==> src/rtl/jtag_l2_bridge_pkg.sv <==
// Shared types and constants for the JTAG-to-L2 burst bridge.
package jtag_l2_bridge_pkg;

   localparam int BEAT_BYTES = 4;
   localparam int MAX_BEATS  = 256;
   localparam int CMD_ADDR_W = 32;
   localparam int CMD_LEN_W  = $clog2(MAX_BEATS) + 1;

   typedef enum logic [1:0] {
      IDLE  = 2'd0,
      WRITE = 2'd1,
      READ  = 2'd2,
      DRAIN = 2'd3
   } bridge_state_e;

   typedef struct packed {
      logic                  we;
      logic [CMD_ADDR_W-1:0] addr;
      logic [CMD_LEN_W-1:0]  len;
   } cmd_t;

endpackage

==> src/rtl/jtag_l2_rdbuf.sv <==
// Read-data buffer: small synchronous FIFO between L2 responses and the debug unit.
// A push into a full buffer is accepted when a pop happens in the same cycle.
module jtag_l2_rdbuf #(
   parameter int DEPTH = 4,
   parameter int WIDTH = 32,
   parameter int CNT_W = $clog2(DEPTH) + 1
) (
   input  logic             clk_i,
   input  logic             rst_i,
   input  logic             push_i,
   input  logic [WIDTH-1:0] data_i,
   input  logic             pop_i,
   output logic [WIDTH-1:0] data_o,
   output logic             full_o,
   output logic             empty_o,
   output logic [CNT_W-1:0] count_o
);

   localparam int PTR_W = $clog2(DEPTH);

   logic [WIDTH-1:0] mem [DEPTH];
   logic [PTR_W-1:0] wr_ptr;
   logic [PTR_W-1:0] rd_ptr;
   logic             do_push;
   logic             do_pop;

   assign do_pop  = pop_i && !empty_o;
   assign do_push = push_i && (!full_o || do_pop);

   assign full_o  = (count_o == CNT_W'(DEPTH));
   assign empty_o = (count_o == '0);
   assign data_o  = mem[rd_ptr];

   // Storage, pointers and occupancy; storage is cleared so the head reads 0 after reset.
   always_ff @(posedge clk_i or posedge rst_i) begin
      if (rst_i) begin
         wr_ptr  <= '0;
         rd_ptr  <= '0;
         count_o <= '0;
         for (int i = 0; i < DEPTH; i++) begin
            mem[i] <= '0;
         end
      end else begin
         if (do_push) begin
            mem[wr_ptr] <= data_i;
            wr_ptr      <= wr_ptr + PTR_W'(1);
         end
         if (do_pop) begin
            rd_ptr <= rd_ptr + PTR_W'(1);
         end
         case ({do_push, do_pop})
            2'b10:   count_o <= count_o + CNT_W'(1);
            2'b01:   count_o <= count_o - CNT_W'(1);
            default: count_o <= count_o;
         endcase
      end
   end

endmodule

==> src/rtl/jtag_l2_bridge.sv <==
// JTAG debug burst commands -> single-beat L2 request/grant transactions.
// Optional range check against the L2 size: define JTAG_L2_BRIDGE_BOUNDS_CHECK_EN.
//
// state | meaning
// IDLE  | accepting a command; illegal commands pulse err_o
// WRITE | accepting write beats, one L2 write request per beat
// READ  | issuing L2 reads while buffer credit is available
// DRAIN | all reads granted; waiting for responses and buffer to empty
module jtag_l2_bridge
   import jtag_l2_bridge_pkg::*;
#(
   parameter int                    ADDR_WIDTH    = CMD_ADDR_W,
   parameter int                    DATA_WIDTH    = 8 * BEAT_BYTES,
   parameter int                    LEN_WIDTH     = CMD_LEN_W,
   parameter int                    RDBUF_DEPTH   = 4,
   parameter logic [ADDR_WIDTH-1:0] L2_SIZE_BYTES = 32'h0008_0000
) (
   input  logic                  clk_i,
   input  logic                  rst_i,
   input  logic                  cmd_valid_i,
   output logic                  cmd_ready_o,
   input  logic                  cmd_we_i,
   input  logic [ADDR_WIDTH-1:0] cmd_addr_i,
   input  logic [LEN_WIDTH-1:0]  cmd_len_i,
   input  logic                  wdata_valid_i,
   output logic                  wdata_ready_o,
   input  logic [DATA_WIDTH-1:0] wdata_i,
   output logic                  rdata_valid_o,
   input  logic                  rdata_ready_i,
   output logic [DATA_WIDTH-1:0] rdata_o,
   output logic                  busy_o,
   output logic                  done_o,
   output logic                  err_o,
   output logic                  mem_req_o,
   input  logic                  mem_gnt_i,
   output logic                  mem_we_o,
   output logic [3:0]            mem_be_o,
   output logic [ADDR_WIDTH-1:0] mem_addr_o,
   output logic [DATA_WIDTH-1:0] mem_wdata_o,
   input  logic                  mem_rvalid_i,
   input  logic [DATA_WIDTH-1:0] mem_rdata_i
);

`ifdef JTAG_L2_BRIDGE_BOUNDS_CHECK_EN
   localparam bit BOUNDS_EN = 1'b1;
`else
   localparam bit BOUNDS_EN = 1'b0;
`endif

   localparam int CNT_W = $clog2(RDBUF_DEPTH) + 1;
   localparam int OCC_W = CNT_W + 1;

   bridge_state_e        state;
   cmd_t                 cmd_in;
   logic [LEN_WIDTH-1:0] beats_left;
   logic [LEN_WIDTH-1:0] beats_left_nxt;
   logic [LEN_WIDTH-1:0] accept_left;
   logic [CNT_W-1:0]     inflight;
   logic [CNT_W-1:0]     inflight_nxt;
   logic [CNT_W-1:0]     buf_count;
   logic [CNT_W-1:0]     cnt_nxt;
   logic [OCC_W-1:0]     occ_nxt;
   logic                 credit_ok;
   logic                 buf_full;
   logic                 buf_empty;
   logic                 cmd_fire;
   logic                 cmd_bad;
   logic                 out_of_range;
   logic [ADDR_WIDTH:0]  span_end;
   logic                 wr_fire;
   logic                 gnt_fire;
   logic                 rd_gnt;
   logic                 rd_push;
   logic                 rd_pop;

   assign cmd_in = '{we: cmd_we_i, addr: cmd_addr_i, len: cmd_len_i};

   // End of the byte range touched by the command, one bit wider than the address.
   assign span_end     = {1'b0, cmd_in.addr}
                       + {{(ADDR_WIDTH - LEN_WIDTH - 1){1'b0}}, cmd_in.len, 2'b00};
   assign out_of_range = (span_end > {1'b0, L2_SIZE_BYTES});
   assign cmd_bad      = (cmd_in.addr[1:0] != 2'b00) || (cmd_in.len == '0)
                       || (BOUNDS_EN && out_of_range);

   assign cmd_fire      = cmd_valid_i && cmd_ready_o;
   assign wdata_ready_o = (state == WRITE) && (accept_left != '0) && (!mem_req_o || mem_gnt_i);
   assign wr_fire       = wdata_valid_i && wdata_ready_o;
   assign gnt_fire      = mem_req_o && mem_gnt_i;
   assign rd_gnt        = gnt_fire && (state == READ);
   assign rd_pop        = rdata_valid_o && rdata_ready_i;
   // A response with nothing in flight is stale (e.g. issued before a reset) and is dropped.
   assign rd_push       = mem_rvalid_i && (inflight != '0) && (!buf_full || rd_pop);

   assign rdata_valid_o = !buf_empty;
   assign busy_o        = (state != IDLE);
   assign mem_be_o      = 4'hF;

   // Next-cycle occupancy (in flight + buffered) decides whether another read may issue.
   always_comb begin
      inflight_nxt = inflight;
      if (rd_gnt)  inflight_nxt = inflight_nxt + CNT_W'(1);
      if (rd_push) inflight_nxt = inflight_nxt - CNT_W'(1);
      cnt_nxt = buf_count;
      if (rd_push) cnt_nxt = cnt_nxt + CNT_W'(1);
      if (rd_pop)  cnt_nxt = cnt_nxt - CNT_W'(1);
      occ_nxt        = {1'b0, inflight_nxt} + {1'b0, cnt_nxt};
      credit_ok      = (occ_nxt < OCC_W'(RDBUF_DEPTH));
      beats_left_nxt = gnt_fire ? (beats_left - LEN_WIDTH'(1)) : beats_left;
   end

   jtag_l2_rdbuf #(
      .DEPTH (RDBUF_DEPTH),
      .WIDTH (DATA_WIDTH),
      .CNT_W (CNT_W)
   ) u_rdbuf (
      .clk_i   (clk_i),
      .rst_i   (rst_i),
      .push_i  (rd_push),
      .data_i  (mem_rdata_i),
      .pop_i   (rd_pop),
      .data_o  (rdata_o),
      .full_o  (buf_full),
      .empty_o (buf_empty),
      .count_o (buf_count)
   );

   // Control FSM with registered L2 request and status outputs.
   always_ff @(posedge clk_i or posedge rst_i) begin
      if (rst_i) begin
         state       <= IDLE;
         cmd_ready_o <= 1'b0;
         done_o      <= 1'b0;
         err_o       <= 1'b0;
         mem_req_o   <= 1'b0;
         mem_we_o    <= 1'b0;
         mem_addr_o  <= '0;
         mem_wdata_o <= '0;
         beats_left  <= '0;
         accept_left <= '0;
         inflight    <= '0;
      end else begin
         done_o   <= 1'b0;
         err_o    <= 1'b0;
         inflight <= inflight_nxt;
         unique case (state)
            IDLE: begin
               cmd_ready_o <= 1'b1;
               if (cmd_fire) begin
                  if (cmd_bad) begin
                     err_o <= 1'b1;
                  end else begin
                     cmd_ready_o <= 1'b0;
                     mem_addr_o  <= cmd_in.addr;
                     beats_left  <= cmd_in.len;
                     accept_left <= cmd_in.len;
                     if (cmd_in.we) begin
                        state <= WRITE;
                     end else begin
                        // Buffer is empty and nothing is in flight, so the first read can go out now.
                        state     <= READ;
                        mem_req_o <= 1'b1;
                        mem_we_o  <= 1'b0;
                     end
                  end
               end
            end
            WRITE: begin
               beats_left <= beats_left_nxt;
               if (gnt_fire) begin
                  mem_addr_o <= mem_addr_o + ADDR_WIDTH'(BEAT_BYTES);
               end
               if (wr_fire) begin
                  mem_req_o   <= 1'b1;
                  mem_we_o    <= 1'b1;
                  mem_wdata_o <= wdata_i;
                  accept_left <= accept_left - LEN_WIDTH'(1);
               end else if (gnt_fire) begin
                  mem_req_o <= 1'b0;
                  mem_we_o  <= 1'b0;
               end
               if (gnt_fire && (beats_left_nxt == '0)) begin
                  done_o      <= 1'b1;
                  cmd_ready_o <= 1'b1;
                  state       <= IDLE;
               end
            end
            READ: begin
               beats_left <= beats_left_nxt;
               if (gnt_fire) begin
                  mem_addr_o <= mem_addr_o + ADDR_WIDTH'(BEAT_BYTES);
               end
               if (beats_left_nxt == '0) begin
                  mem_req_o <= 1'b0;
                  state     <= DRAIN;
               end else begin
                  mem_req_o <= (mem_req_o && !mem_gnt_i) || credit_ok;
               end
            end
            DRAIN: begin
               if ((inflight == '0) && buf_empty) begin
                  done_o      <= 1'b1;
                  cmd_ready_o <= 1'b1;
                  state       <= IDLE;
               end
            end
            default: state <= IDLE;
         endcase
      end
   end

endmodule

==> config.mk <==
export PLATFORM = sky130hd
export DESIGN_NAME = jtag_l2_bridge
export DESIGN_NICKNAME = d
export VERILOG_FILES = /design/src/rtl/jtag_l2_bridge_pkg.sv /design/src/rtl/jtag_l2_rdbuf.sv /design/src/rtl/jtag_l2_bridge.sv
export SDC_FILE = /design/constraint.sdc
export NUM_CORES = 1
export LEC_CHECK = 0
export CAP_MARGIN = 20
export CORE_ASPECT_RATIO = 0.7
export CORE_MARGIN = 1.5
export CORE_UTILIZATION = 47
export DETAILED_ROUTE_END_ITERATION = 8
export HOLD_SLACK_MARGIN = 0.1
export PLACE_DENSITY = 0.89
export SLEW_MARGIN = 10
export SYNTH_ARGS = -nofsm -noshare
export SYNTH_HDL_FRONTEND = slang
export SYNTH_SLANG_ARGS = --single-unit
==> constraint.sdc <==
create_clock -name clk_i -period 7.7 [get_ports clk_i]
set_input_delay 1.54 -clock clk_i [delete_from_list [all_inputs] [get_ports clk_i]]
set_output_delay 1.54 -clock clk_i [all_outputs]
set_load 0.01 [all_outputs]
After elaboration in Yosys (flattened, before gate mapping)
Index checks and enable logic that the tools add are counted.
{ "classes": {"n_addsub": 11, "n_lt_le_gt_ge": 4, "n_eq_ne": 15, "muxes": 49, "bitwise_logic": 2, "n_reduce_logical": 47} }
{ "op_table": {"columns": ["op", "count"], "rows": [
  ["two-way mux 32 bit", 6],
  ["bitwise mux 128 bit", 1],
  ["binary-select mux 32 bit (select 2 bit)", 1],
  ["demux 32 bit (select 2 bit)", 1],
  ["one-hot mux 32 bit (2 select lines)", 1],
  ["two-way mux 9 bit", 4],
  ["one-hot mux 9 bit (2 select lines)", 2],
  ["adder 32 x 3 -> 32 bit, second input constant", 1],
  ["zero test 9 bit", 2],
  ["subtractor 9 x 1 -> 9 bit, second input constant", 2],
  ["two-way mux 1 bit", 17],
  ["logical AND 1 bit", 15],
  ["AND reduction 5 bit", 3],
  ["two-way mux 2 bit", 6],
  ["two-way mux 3 bit", 4],
  ["!= test 2 bit, second input constant", 5],
  ["nonzero test 2 bit", 5],
  ["nonzero test 3 bit", 3],
  ["nonzero test 9 bit", 1],
  ["subtractor 3 x 1 -> 3 bit, second input constant", 3],
  ["one-hot mux 2 bit (4 select lines)", 1],
  ["AND reduction 4 bit", 2],
  ["adder 3 x 1 -> 3 bit, second input constant", 2],
  ["== test 2 bit, second input constant", 3],
  ["20 further kinds", 37]
]} }
{ "word_totals": {"regBits": 227, "in_bits": 113, "out_inout_bits": 108, "wordCells": 146} }

Logic depth before layout (Yosys ltp)
{ "logic_depth": {"word_depth": 13, "ltp_mapped": 14, "depth_no_buf": 13} }

Hierarchy
Synthesis repeated with hierarchy kept, for this count alone.
{ "unflattened": {"hier_cells": 968, "area_unflattened_um2": 11288.3} }
{ "by_module_without_submodules": {"columns": ["module", "instances", "cells_per_inst", "area_each_um2", "seq_area_each_um2"], "rows": [
  ["jtag_l2_rdbuf", 1, 350, 5977.0, 3378.2],
  ["jtag_l2_bridge", 1, 618, 5311.3, 2302.2]
]} }

Least setup slack after synthesis
No wires, ideal clock.
{ "synth_path": {"kind": "input to register", "start": "input port rdata_ready_i", "end": "register mem_req_o", "setup_ps": 87, "arrival_ps": 3834, "required_time_ps": 7613, "slack_ps": 3780, "path_stages": 11, "path_cell_list": "o211a_1 -> buf_1 -> mux2i_1 -> ha_1 -> nand2_1 -> xnor2_1 -> xnor2_1 -> ha_1 -> or3_1 -> a2111o_1 -> o211ai_1"} }
{ "synth_via": {"elab_chain_len": 11, "elab_cells_between_ends": 12, "cone_classes": "2 x add/sub; 1 x order compare; 5 x mux; 4 x reduce/logical"} }
{ "synth_lines": {"columns": ["item", "line_no", "text"], "rows": [
  ["start, declared", "jtag_l2_bridge.sv:29", "input logic rdata_ready_i,"],
  ["logical AND 1 bit (*)", "jtag_l2_bridge.sv:90", "assign rd_pop = rdata_valid_o && rdata_ready_i;"],
  ["logical OR 1 bit", "jtag_l2_bridge.sv:92", "assign rd_push = mem_rvalid_i && (inflight != '0) && (!buf_full || rd_pop);"],
  ["logical AND 1 bit", "jtag_l2_bridge.sv:92", null],
  ["two-way mux 3 bit", "jtag_l2_bridge.sv:104", "if (rd_push) cnt_nxt = cnt_nxt + CNT_W'(1);"],
  ["subtractor 3 x 1 -> 3 bit", "jtag_l2_bridge.sv:105", "if (rd_pop) cnt_nxt = cnt_nxt - CNT_W'(1);"],
  ["two-way mux 3 bit", "jtag_l2_bridge.sv:105", null],
  ["adder 3 x 3 -> 4 bit (*)", "jtag_l2_bridge.sv:106", "occ_nxt = {1'b0, inflight_nxt} + {1'b0, cnt_nxt};"],
  ["less-than comparator 4 x 3 -> 1 bit (*)", "jtag_l2_bridge.sv:107", "credit_ok = (occ_nxt < OCC_W'(RDBUF_DEPTH));"],
  ["logical OR 1 bit (*)", "jtag_l2_bridge.sv:196", "mem_req_o <= (mem_req_o && !mem_gnt_i) || credit_ok;"],
  ["two-way mux 1 bit (*)", "jtag_l2_bridge.sv:192", "if (beats_left_nxt == '0) begin"],
  ["one-hot mux 1 bit (3 select lines) (*)", "jtag_l2_bridge.sv:145", "unique case (state)"],
  ["end signal, assigned", "jtag_l2_bridge.sv:196", null],
  ["end, declared", "jtag_l2_bridge.sv:34", "output logic mem_req_o,"]
]} }
Mark *: on every way between the ends. The rest lies on a longest branch, timed or not.
A chain may end at the register's enable or synchronous reset.

Final worst setup path
{ "layout_path": {"start": "input port mem_gnt_i", "end": "output port wdata_ready_o"} }
{ "layout_via": {"elab_chain_len": 2} }
{ "layout_lines": {"columns": ["item", "line_no", "text"], "rows": [
  ["start, declared", "jtag_l2_bridge.sv:35", "input logic mem_gnt_i,"],
  ["logical OR 1 bit", "jtag_l2_bridge.sv:86", "assign wdata_ready_o = (state == WRITE) && (accept_left != '0) && (!mem_req_o || mem_gnt_i);"],
  ["logical AND 1 bit", "jtag_l2_bridge.sv:86", null],
  ["end, declared", "jtag_l2_bridge.sv:26", "output logic wdata_ready_o,"]
]} }
Every way passes these cells.

==> results.yml <==
global_route:
  busiest_layer: "met2"
  grt_max_degree: 86
  use_met2_pct: 35.17
  grt_overflow: 0
  grt_use_met3_pct: 3.806
  first_global_vias: 8674
  grt_pass1_wl_um: 46050
  antenna_found_initial: 1
  grt_use_met1_pct: 33.89
  grt_use_total_pct: 22.97
cells_and_area:
  fin_nets: 1245
  syn2layout_area_growth_pct: 29.41
  nFillCells: 1687
  layout-drive-gt1-share_pct: 23.49
hold_path:
  hp-class: "register to register"
  min_path_cells: 1
place:
  hpwl_um: 19390
  place_congestion: 0.8523
  io_buffers: 216
die:
  core_um2: 22960
  pin_count: 221
  die_y_um: 132.0
  dieWidth_um: 187.3
  start_util_pct: 48.66
  rows: 46
  die_area_um2: 24720
setup_path:
  r2r_cells: 13
  crit_path_start_kind: "input port"
  worstPathMaxFanout: 10
  worstPathArrival_ns: 3.25
  worstPathRequired_ns: 6.16
  crit_top_cell: "clkdlybuf4s50_1"
  cpPeakStageDelay_ns: 0.67
  slowest_stage: "clkdlybuf4s50_1"
  crit_chain: "clkdlybuf4s50_1, nand2b_1, nand2_1, nor2_1, clkdlybuf4s50_1"
  crit_path_end_kind: "primary output"
  cp_num_cells: 5
  worstPathBufferInverterCount: 2
  path_class: "input port to primary output"
  crit_family: "buffers and inverters"
logic_synthesis:
  syn_inst: 910
  synth_seq_cells: 227
  synth_edf_count: 0
  yosysSeqAreaShare_pct: 50.83
  avgSynthCellArea_um2: 12.28
  synth_area_leader_cell: "dfrtp_1"
  yosys.area.top_type_share_pct: 50.83
  ys.flop_type: "dfrtp_1"
  ys_top_cells_by_area: "dfrtp_1 51%, mux2_2 16%, mux4_2 6.4%, ha_1 2.5%, a21oi_1 2.2%"
  netlist_area_um2: 11170
  synth.distinct_cells: 69
  synthArstFlopShare_pct: 100.0
  synth_warnings: 0
clock_tree:
  clkSinkCount: 227
  path_clk_slew_ns: 0.06
  cts-resized-gates: 0
  cts_tree: "done"
  hold_buffers: 0
  clockRootBuffer: "clkbuf_16"
  numCtsBuffers: 24
  clk_latency_ns: 0.52
  cts_setup_buffers: 0
  clock_path_buffers: 3
  htreeDepth: 1
routing:
  drc: 0
  dr.pass1.iters: 5
  drt_iter0_drc: 622
  wl_per_cell_um: 19.73
  viasPerCell: 5.823
  routed_wl_um: 28360
  drtAntennaViolNets: 0
  num_vias: 8368
timing:
  fin_skew_ns: 0.02601
  fmax_mhz: 208.9
  hold_slack_ns: 0.4986
  hold_violations: 0
  relSlewSlack_pct: 26.62
  maxSlewViolCount: 0
  fin_crit_ns: 4.786
  rsz0062_at_grt: "no"
  fin_crit_sh_pct: 62.16
  worstMarginPinSlew_ns: 1.101
  fin_setup_tns_ns: 0
  setup_violations: 0
power_and_ir_drop:
  p_leak_nw: 5.918
  power.density_nw_per_um2: 475.0
  ir_drop_v: 0.0003973
status:
  outcome: "finished, final reports clean"
run:
  cap_violations: 0
==> per-stage QoR <==
stage / instance area (um^2) / utilization, % / power (mW) / instances / setup WS (ns)
detailed placement: 13590 / 59.16 / 5.640 / 1394 / 2.972
finish: 14460 / 62.97 / 6.869 / 1437 / 2.914
global placement: 13590 / 59.16 / 5.479 / 1394 / 2.975
global route: 14460 / 62.97 / 7.288 / 1437 / 2.803
CTS: 14410 / 62.75 / 6.890 / 1434 / 2.954
floorplan: 11190 / - / 4.330 / 913 / 3.194
==> cell usage after synthesis (3+ instances only) <==
cell type and number:
o22a_1 9, mux4_2 32, buf_4 6, nor4_1 4
o22ai_1 18, clkbuf_1 26, a21oi_1 50, o21ai_0 29
a2bb2oi_1 14, nand4_1 10, inv_1 29, o31ai_1 3
and2_1 4, ha_1 22, nand2_1 54, nand3_1 23
nor2_1 36, mux2_2 162, mux2i_1 14, nor2b_1 4
a31oi_1 7, nand2b_1 6, xnor2_1 13, and3_1 3
nor3b_1 5, o21a_1 3, buf_2 6, or2_2 3
o211ai_1 3, a41oi_1 5, or3_1 5, buf_1 18
dfrtp_1 227, nor3_1 11
==> layout by cell type, fill, tap and decap left out, types with 6 or more instances in the layout <==
cell type / count
ha_1: 21
mux4_2: 32
xnor2_1: 13
nand2b_1: 6
a31oi_1: 7
mux2_2: 162
inv_1: 28
clkbuf_8: 6
mux2i_1: 14
nor3_1: 11
clkdlybuf4s50_1: 216
a21oi_1: 50
dfrtp_1: 226
o21ai_0: 29
o22a_1: 9
buf_4: 11
o22ai_1: 18
nand4_1: 10
nand2_1: 54
nand3_1: 23
clkbuf_16: 25
a2bb2oi_1: 14
nor2_1: 35
==> state kept, by name, summed over array words and instances (netlist names) <==
name             flops
accept_left          9
beats_left           9
cmd_ready_o          1
done_o               1
err_o                1
inflight             3
mem_addr_o          32
mem_req_o            1
mem_wdata_o         32
mem_we_o             1
state                2
u_rdbuf.count_o      3
u_rdbuf.mem        128
u_rdbuf.rd_ptr       2
u_rdbuf.wr_ptr       2
==> worst register-to-register path: cells and delay by family, from the launching register on <==
| kind | cells | cell delay [ns] |
|---|---|---|
| and+or+nand+nor | 3 | 0.55 |
| AOI/OAI and AO/OA | 3 | 1.04 |
| adders and majority gates | 3 | 0.62 |
| muxes | 1 | 0.31 |
| DFF | 1 | 0.36 |
| xor gates and xnor gates | 2 | 0.31 |
| buffers and inverters | 1 | 0.08 |
==> cells by family after synthesis <==
family	synth area share, %
other	0.03356
AND/OR/NAND/NOR	8.364
adder cells (fa/ha/maj)	2.463
buffers and inverters	3.247
flip-flops	50.83
XOR/XNOR	1.097
AO/OA/AOI/OAI	9.797
multiplexers	24.16
==> worst paths after layout <==
kind	from	endpoint	slack [ns]
min reg2reg	u_rdbuf.mem[32]$_DFFE_PP0P_	u_rdbuf.mem[32]$_DFFE_PP0P_	0.50
max	mem_gnt_i	wdata_ready_o	2.91
min	u_rdbuf.mem[32]$_DFFE_PP0P_	u_rdbuf.mem[32]$_DFFE_PP0P_	0.50
min in group asynchronous	rst_i	mem_wdata_o[19]$_DFFE_PP0P_	1.42
max in group asynchronous	rst_i	mem_wdata_o[9]$_DFFE_PP0P_	4.93
max reg2reg	inflight[0]$_DFF_PP0_	mem_req_o$_DFFE_PP0P_	4.37
==> where the power goes <==
part           switching [mW]  internal [mW]  leakage, nW
registers               0.425           1.81         2.68
logic                    1.59           1.84         2.84
clock network           0.461          0.746        0.402
total                    2.47           4.40         5.92
==> metal layers <==
layer | part of all wire (%) | vias up
li1 | - | 3761
met3 | 6.5 | 47
met2 | 45 | 310
met5 | 0 | -
met1 | 46 | 4250
met4 | 2.5 | 0
==> layout make-up <==
cell class / count / area, um^2 / share of cell area [%]
antenna: 1 / 2.502 / 0.01730
inverter: 30 / 116.4 / 0.8046
clock buffer: 35 / 723.2 / 5.001
tap: 312 / 390.4 / 2.699
clock inverter: 5 / 102.6 / 0.7095
sequential: 227 / 5682 / 39.29
timing repair buffer: 229 / 2292 / 15.85
multi-input combinational: 598 / 5152 / 35.63
(Power assumes the default switching activity.)
